**src/rtl/baud_rate_gen.sv**
```systemverilog
// Baud-rate timer: programmable integer+fractional oversample tick, bit tick every OVS ticks.
// Fractional divisor support is compiled in only when BAUD_RATE_GEN_FRAC_EN is defined.
module baud_rate_gen #(
  parameter int DVSR_W   = 11,
  parameter int FRAC_W   = 4,
  parameter int OVS      = 16,
  parameter int RST_DVSR = 325
) (
  input  logic              clk,
  input  logic              reset,
  input  logic              en,
  input  logic              load,
  input  logic [DVSR_W-1:0] dvsr_int,
  input  logic [FRAC_W-1:0] dvsr_frac,
  input  logic              sync,
  output logic              tick,
  output logic              bit_tick,
  output logic              upd_pend
);

  localparam int OVS_W = (OVS > 1) ? $clog2(OVS) : 1;

  logic [DVSR_W:0]   cnt;
  logic [DVSR_W:0]   term;
  logic [DVSR_W-1:0] cur_int;
  logic [DVSR_W-1:0] pend_int;
  logic [OVS_W-1:0]  ovs_cnt;
  logic              extend;
  logic              wrap;
  logic              ovs_last;
  logic              apply;

`ifdef BAUD_RATE_GEN_FRAC_EN
  logic [FRAC_W-1:0] acc;
  logic [FRAC_W-1:0] cur_frac;
  logic [FRAC_W-1:0] pend_frac;
  logic [FRAC_W:0]   acc_sum;
  logic              ext_r;

  assign acc_sum = {1'b0, acc} + {1'b0, cur_frac};
  assign extend  = ext_r;
`else
  logic unused_frac;

  assign unused_frac = ^dvsr_frac;
  assign extend      = 1'b0;
`endif

  assign term     = {1'b0, cur_int} + {{DVSR_W{1'b0}}, extend};
  // >= rather than == so an idle-time reload to a shorter divisor cannot overshoot the terminal count
  assign wrap     = en && !sync && (cnt >= term);
  assign ovs_last = (ovs_cnt == OVS_W'(OVS - 1));
  assign apply    = upd_pend && !sync && (wrap || !en);

  always_ff @(posedge clk) begin
    if (reset) begin
      cnt      <= '0;
      ovs_cnt  <= '0;
      cur_int  <= DVSR_W'(RST_DVSR);
      pend_int <= '0;
      upd_pend <= 1'b0;
      tick     <= 1'b0;
      bit_tick <= 1'b0;
    end else begin
      tick     <= wrap;
      bit_tick <= wrap && ovs_last;
      if (sync) begin
        cnt     <= '0;
        ovs_cnt <= '0;
      end else if (en) begin
        if (wrap) begin
          cnt     <= '0;
          ovs_cnt <= ovs_last ? '0 : ovs_cnt + OVS_W'(1);
        end else begin
          cnt <= cnt + (DVSR_W + 1)'(1);
        end
      end
      if (apply) begin
        cur_int  <= pend_int;
        upd_pend <= 1'b0;
      end
      // load comes last so a new request survives the wrap that applies the older one
      if (load) begin
        pend_int <= dvsr_int;
        upd_pend <= 1'b1;
      end
    end
  end

`ifdef BAUD_RATE_GEN_FRAC_EN
  always_ff @(posedge clk) begin
    if (reset) begin
      acc       <= '0;
      ext_r     <= 1'b0;
      cur_frac  <= '0;
      pend_frac <= '0;
    end else begin
      if (sync || apply) begin
        acc   <= '0;
        ext_r <= 1'b0;
      end else if (wrap) begin
        {ext_r, acc} <= acc_sum;
      end
      if (apply) cur_frac <= pend_frac;
      if (load)  pend_frac <= dvsr_frac;
    end
  end
`endif

endmodule

```
**config.mk**
```make
export PLATFORM = sky130hd
export DESIGN_NAME = baud_rate_gen
export DESIGN_NICKNAME = d
export VERILOG_FILES = /design/src/rtl/baud_rate_gen.sv
export SDC_FILE = /design/constraint.sdc
export NUM_CORES = 1
export LEC_CHECK = 0
export ABC_AREA = 1
export ABC_CLOCK_PERIOD_IN_PS = 3700
export CAP_MARGIN = 0
export CORE_ASPECT_RATIO = 0.75
export CORE_MARGIN = 4
export CORE_UTILIZATION = 50
export DETAILED_ROUTE_END_ITERATION = 12
export PLACE_DENSITY = 0.8
export SLEW_MARGIN = 20
export SYNTH_ARGS = -nofsm -noshare
export SYNTH_HDL_FRONTEND = slang
export SYNTH_SLANG_ARGS = --single-unit
```
**constraint.sdc**
```tcl
create_clock -name clk -period 3.7 [get_ports clk]
set_input_delay 0.555 -clock clk [delete_from_list [all_inputs] [get_ports clk]]
set_output_delay 0.555 -clock clk [all_outputs]
set_load 0.005 [all_outputs]
```
Word level (Yosys, flattened, before mapping)
Index checks and enable logic that the tools add are counted.
{ "op_classes": {"reduce_logical": 11, "n_addsub": 2, "n_eq_ne": 1, "muxes": 4, "n_lt_le_gt_ge": 1} }
{ "ops": {"columns": ["operator", "count"], "rows": [
  ["adder 12 x 1 -> 12 bit (second input constant)", 1],
  ["greater-or-equal comparator 12 x 11 -> 1 bit", 1],
  ["two-way mux 12 bit", 1],
  ["logical AND 1 bit", 5],
  ["adder 4 x 1 -> 4 bit (second input constant)", 1],
  ["equality test 4 bit (second input constant)", 1],
  ["two-way mux 4 bit", 1],
  ["zero test 1 bit", 2],
  ["two-way mux 1 bit", 2],
  ["AND reduction 2 bit", 1],
  ["nonzero test 2 bit", 1],
  ["OR reduction 2 bit", 1],
  ["logical OR 1 bit", 1]
]} }
{ "word_totals": {"out_inout_bits": 3, "word_cells": 26, "register_bits": 41} }

Depth between registers and ports, before layout
{ "logic_depth": {"word_depth": 7, "depth_mapped": 15} }

Worst setup path before layout
Ideal clock, no wire load.
{ "synth_timing": {"path_kind": "reg-to-reg", "start": "register cur_int[10]", "end": "register upd_pend", "path_stages_with_launch": 15, "t_required_ns": 3.562, "n_path_buf": 1, "path_slack_ns": 2.037, "t_arrival_ns": 1.526, "path_cell_list": "dfxtp_1 inv_1 ha_1 inv_1 nor2_2 nand3b_1 nor2_1 nand2_1 nand2_1 nand2_2 nand2_4 nand2_4 buf_12 nand2_2 a21oi_2"} }
{ "synth_via": {"elab_chain_cells": 5} }
{ "synth_lines": {"columns": ["element", "line", "rtl"], "rows": [
  ["start, declared", "25", "logic [DVSR_W-1:0] cur_int;"],
  ["start signal, assigned", "59", "cur_int <= DVSR_W'(RST_DVSR);"],
  ["start signal, assigned", "79", "cur_int <= pend_int;"],
  ["greater-or-equal comparator 12 x 11 -> 1 bit", "51", "assign wrap = en && !sync && (cnt >= term);"],
  ["logical AND 1 bit", "51", null],
  ["logical OR 1 bit", "53", "assign apply = upd_pend && !sync && (wrap || !en);"],
  ["logical AND 1 bit", "53", null],
  ["nonzero test 2 bit (no source line)", null, null],
  ["end signal, assigned", "61", "upd_pend <= 1'b0;"],
  ["end signal, assigned", "80", "upd_pend <= 1'b0;"],
  ["end signal, assigned", "85", "upd_pend <= 1'b1;"],
  ["end, declared", "18", "output logic upd_pend"]
]} }
Every way passes these cells.
A chain may end at the register's enable or synchronous reset.

Worst setup path after layout
{ "layout_timing": {"start": "input port en", "end": "register cur_int[5]"} }
{ "layout_via": {"elab_chain_cells": 4} }
{ "layout_lines": {"columns": ["element", "line", "rtl"], "rows": [
  ["start, declared", "11", "input logic en,"],
  ["logical AND 1 bit (2 in a row)", "51", null],
  ["logical OR 1 bit (*)", "53", null],
  ["logical AND 1 bit (*)", "53", null]
]} }
Mark *: on every way between the ends. The rest lies on a longest branch, timed or not.

==> results_dict.tcl <==
set metrics [dict create \
    status "complete, no violations" \
    path_clk_slew_ns 0.08 \
    crit_chain "clkdlybuf4s50_1 -> inv_1 -> nor2_1 -> nand2_2 -> nand2_4 -> nand2_4 -> nand2_1 -> a21oi_1" \
    worstHoldStart "cur_int[9]" \
    die_w_microns 81.8 \
    path_delay_family "simple AND/OR/NAND/NOR gates" \
    hold-path-endpoint "cur_int[9]" \
    die_h_microns 63.4 \
    grt_usage_pct 16.0 \
    drive_gt1_share_pct 13.8 \
    area_delta_synth_final_pct 14.2 \
    cts_resized 0 \
    fin_crit_sh_pct 61.3 \
    reg2reg_to "cur_int[5]" \
    p_switching_mw 0.198 \
    setup-violations-final 0 \
    end_kind "register" \
    ff2ff_path_depth 13 \
    diodes 0 \
    avgSynthCellArea_sq_um 7.89 \
    cp.arrival_ns 2.43 \
    critPathMaxFanout 13 \
    routed_wl_microns 3690 \
    ant_nets 0 \
    syn_area_sq_um 2040 \
    final_cell_mix "nor2_1 (44), dfxtp_1 (41), inv_1 (32)" \
    drt_iter0_drc 103 \
    mostFrequentLayoutCell "nor2_1" \
    via_per_inst 4.82 \
    finalClockSkew_ns 0.00451 \
    ios 23 \
    hp-class "register to register" \
    drt-wirelength-per-cell_microns 11.2 \
    total_leakage_power_nw 0.971 \
    finalHoldViolCount 0 \
    finalCriticalPeriod_ns 2.27 \
    fp.dieArea_sq_um 5180 \
    clkSinkCount 41 \
    ctsHoldBuffers 0 \
    max-clock-path-buffers 2 \
    gp_congestion 0.797 \
    path_common_cell "nand2_4" \
    htree_levels 2 \
    grt_pass1_wl_microns 6490 \
    fmax_mhz 441 \
    antenna_found_initial 0 \
    power_density_nw_per_um2 387 \
    r2r-start "cur_int[10]" \
    worstMarginPinSlew_ns 1.00 \
    relSlewSlack_pct 32.9 \
    worstHoldPathCells 2 \
    cts-root-buf "clkbuf_8" \
    rsz0062_at_grt "no" \
    peakVddDrop_mv 0.303 \
    finalPower_mw 0.903 \
    tritoncts "done" \
    fill_cells 358 \
    grt_start_max_net_pins 16 \
    grt_pass1_vias 1455 \
    first_pass_iters 4 \
    portBuffers 18 \
    worstPathRequired_ns 3.86 \
    max_stage_delay_ns 0.68 \
    finalSetupTns_ns 0 \
    p_int_mw 0.705 \
    worstSetupPathType "input port to register" \
    netlist_instances 259 \
    crit_path_top_delay_cell "clkdlybuf4s50_1" \
    drc 0 \
    clk_latency_ns 0.30 \
    swShare_pct 21.9 \
    r2r_slack_ns 1.49 \
    rows 19 \
    power_frac_clock_pct 41.3 \
    critPathLaunchType "input port" \
    nets 308 \
    core_area_sq_um 3800 \
    maxSlewViolCount 0 \
    post-cts-setup-buffer-count 0 \
    dpl.hpwl_microns 2630 \
    synth_fp_nets 292 \
    path_buf_inv 2 \
    ys_seq_area_share_pct 40.2 \
    max-cap-violations 0 \
    yosysWarnings 0 \
    cts_buffers 5 \
    comb_power_share_pct 7.6 \
    synth-seq-cells 41 \
    ys_types 29 \
    grt_overflow 0 \
    vias 1580 \
    seqPwrFrac_pct 51.2 \
    start_util_pct 53.7 \
]
## how the worst max path moves through the flow
stage	to	cells past startpoint	slack, ns	start
floorplan	upd_pend	14	2.04	cur_int[10]
global placement	cur_int[5]	8	1.17	en
detailed placement	cur_int[7]	8	1.15	en
CTS	cur_int[7]	8	1.45	en
global route	cur_int[5]	13	1.30	cur_int[10]
finish	cur_int[5]	8	1.43	en
## power by group through the flow
| stage | clock [mW] | combinational (mW) | sequential (mW) |
|---|---|---|---|
| final | 0.372 | 0.0685 | 0.462 |
| after global routing | 0.405 | 0.0774 | 0.464 |
| after CTS | 0.378 | 0.0690 | 0.462 |
| after detailed placement | 0 | 0.0683 | 0.472 |
| after global placement | 0 | 0.0676 | 0.472 |
| after floorplan | 0 | 0.0469 | 0.470 |
## kinds of logic (layout without fill, tap and decap cells)
family,Yosys count,in the layout,share of synthesized area [%]
compound gates,30,30,8.70
xor+xnor,9,9,3.86
fa+ha+maj,13,13,7.96
buf+inv,42,59,9.68
flops,41,41,40.2
simple gates,124,124,29.6
## cells in the mapped netlist (all sizes together)
cell type | instances | area [sq um]
a21oi | 15 | 97.6
a31oi | 1 | 6.26
buf | 6 | 60.1
clkbuf | 3 | 11.3
dfxtp | 41 | 821
ha | 13 | 163
inv | 33 | 126
nand2 | 42 | 208
nand3 | 24 | 145
nand3b | 2 | 15.0
nand4 | 3 | 18.8
nor2 | 47 | 184
nor3 | 6 | 35.0
o21ai | 14 | 73.8
xnor2 | 1 | 8.76
xor2 | 8 | 70.1
## layer usage
metal | up-vias | track usage [%] | part of all wire, %
met5 | - | 0 | 0
met4 | 0 | 5.39 | 0.84
met3 | 5 | 6.27 | 6.2
met2 | 40 | 22.1 | 40
met1 | 678 | 22.5 | 53
li1 | 857 | - | -
## metrics by stage
stage               hold slack, ns  util, %  cells  instance area [sq um]  setup WS, ns
CTS                          0.471     61.3    328                   2330          1.45
detailed placement           0.458     58.3    320                   2220          1.15
finish                       0.467     61.3    328                   2330          1.43
global route                 0.487     61.3    328                   2330          1.30
floorplan                    0.439        -    259                   2040          2.04
global placement             0.450     58.3    320                   2220          1.17
## state kept, by name, indices dropped and copies added (netlist names)
register / cells
ovs_cnt: 4
tick: 1
bit_tick: 1
cnt: 12
pend_int: 11
upd_pend: 1
cur_int: 11
## final cells by class
| class | count | area (sq um) | share of cell area (%) |
|---|---|---|---|
| timing repair buffer | 18 | 180 | 7.72 |
| clock buffer | 7 | 86.3 | 3.70 |
| clock inverter | 1 | 30.0 | 1.29 |
| tap | 52 | 65.1 | 2.79 |
| sequential | 41 | 821 | 35.2 |
| multi-input combinational | 176 | 1020 | 43.9 |
| inverter | 33 | 126 | 5.42 |
## tightest hold or removal path, cell delays in order (launching register included)
cell and delay, ns:
dfxtp_1 0.32, nand2_2 0.07, a21oi_2 0.04
Note: power is estimated with default switching activity, not from simulation.
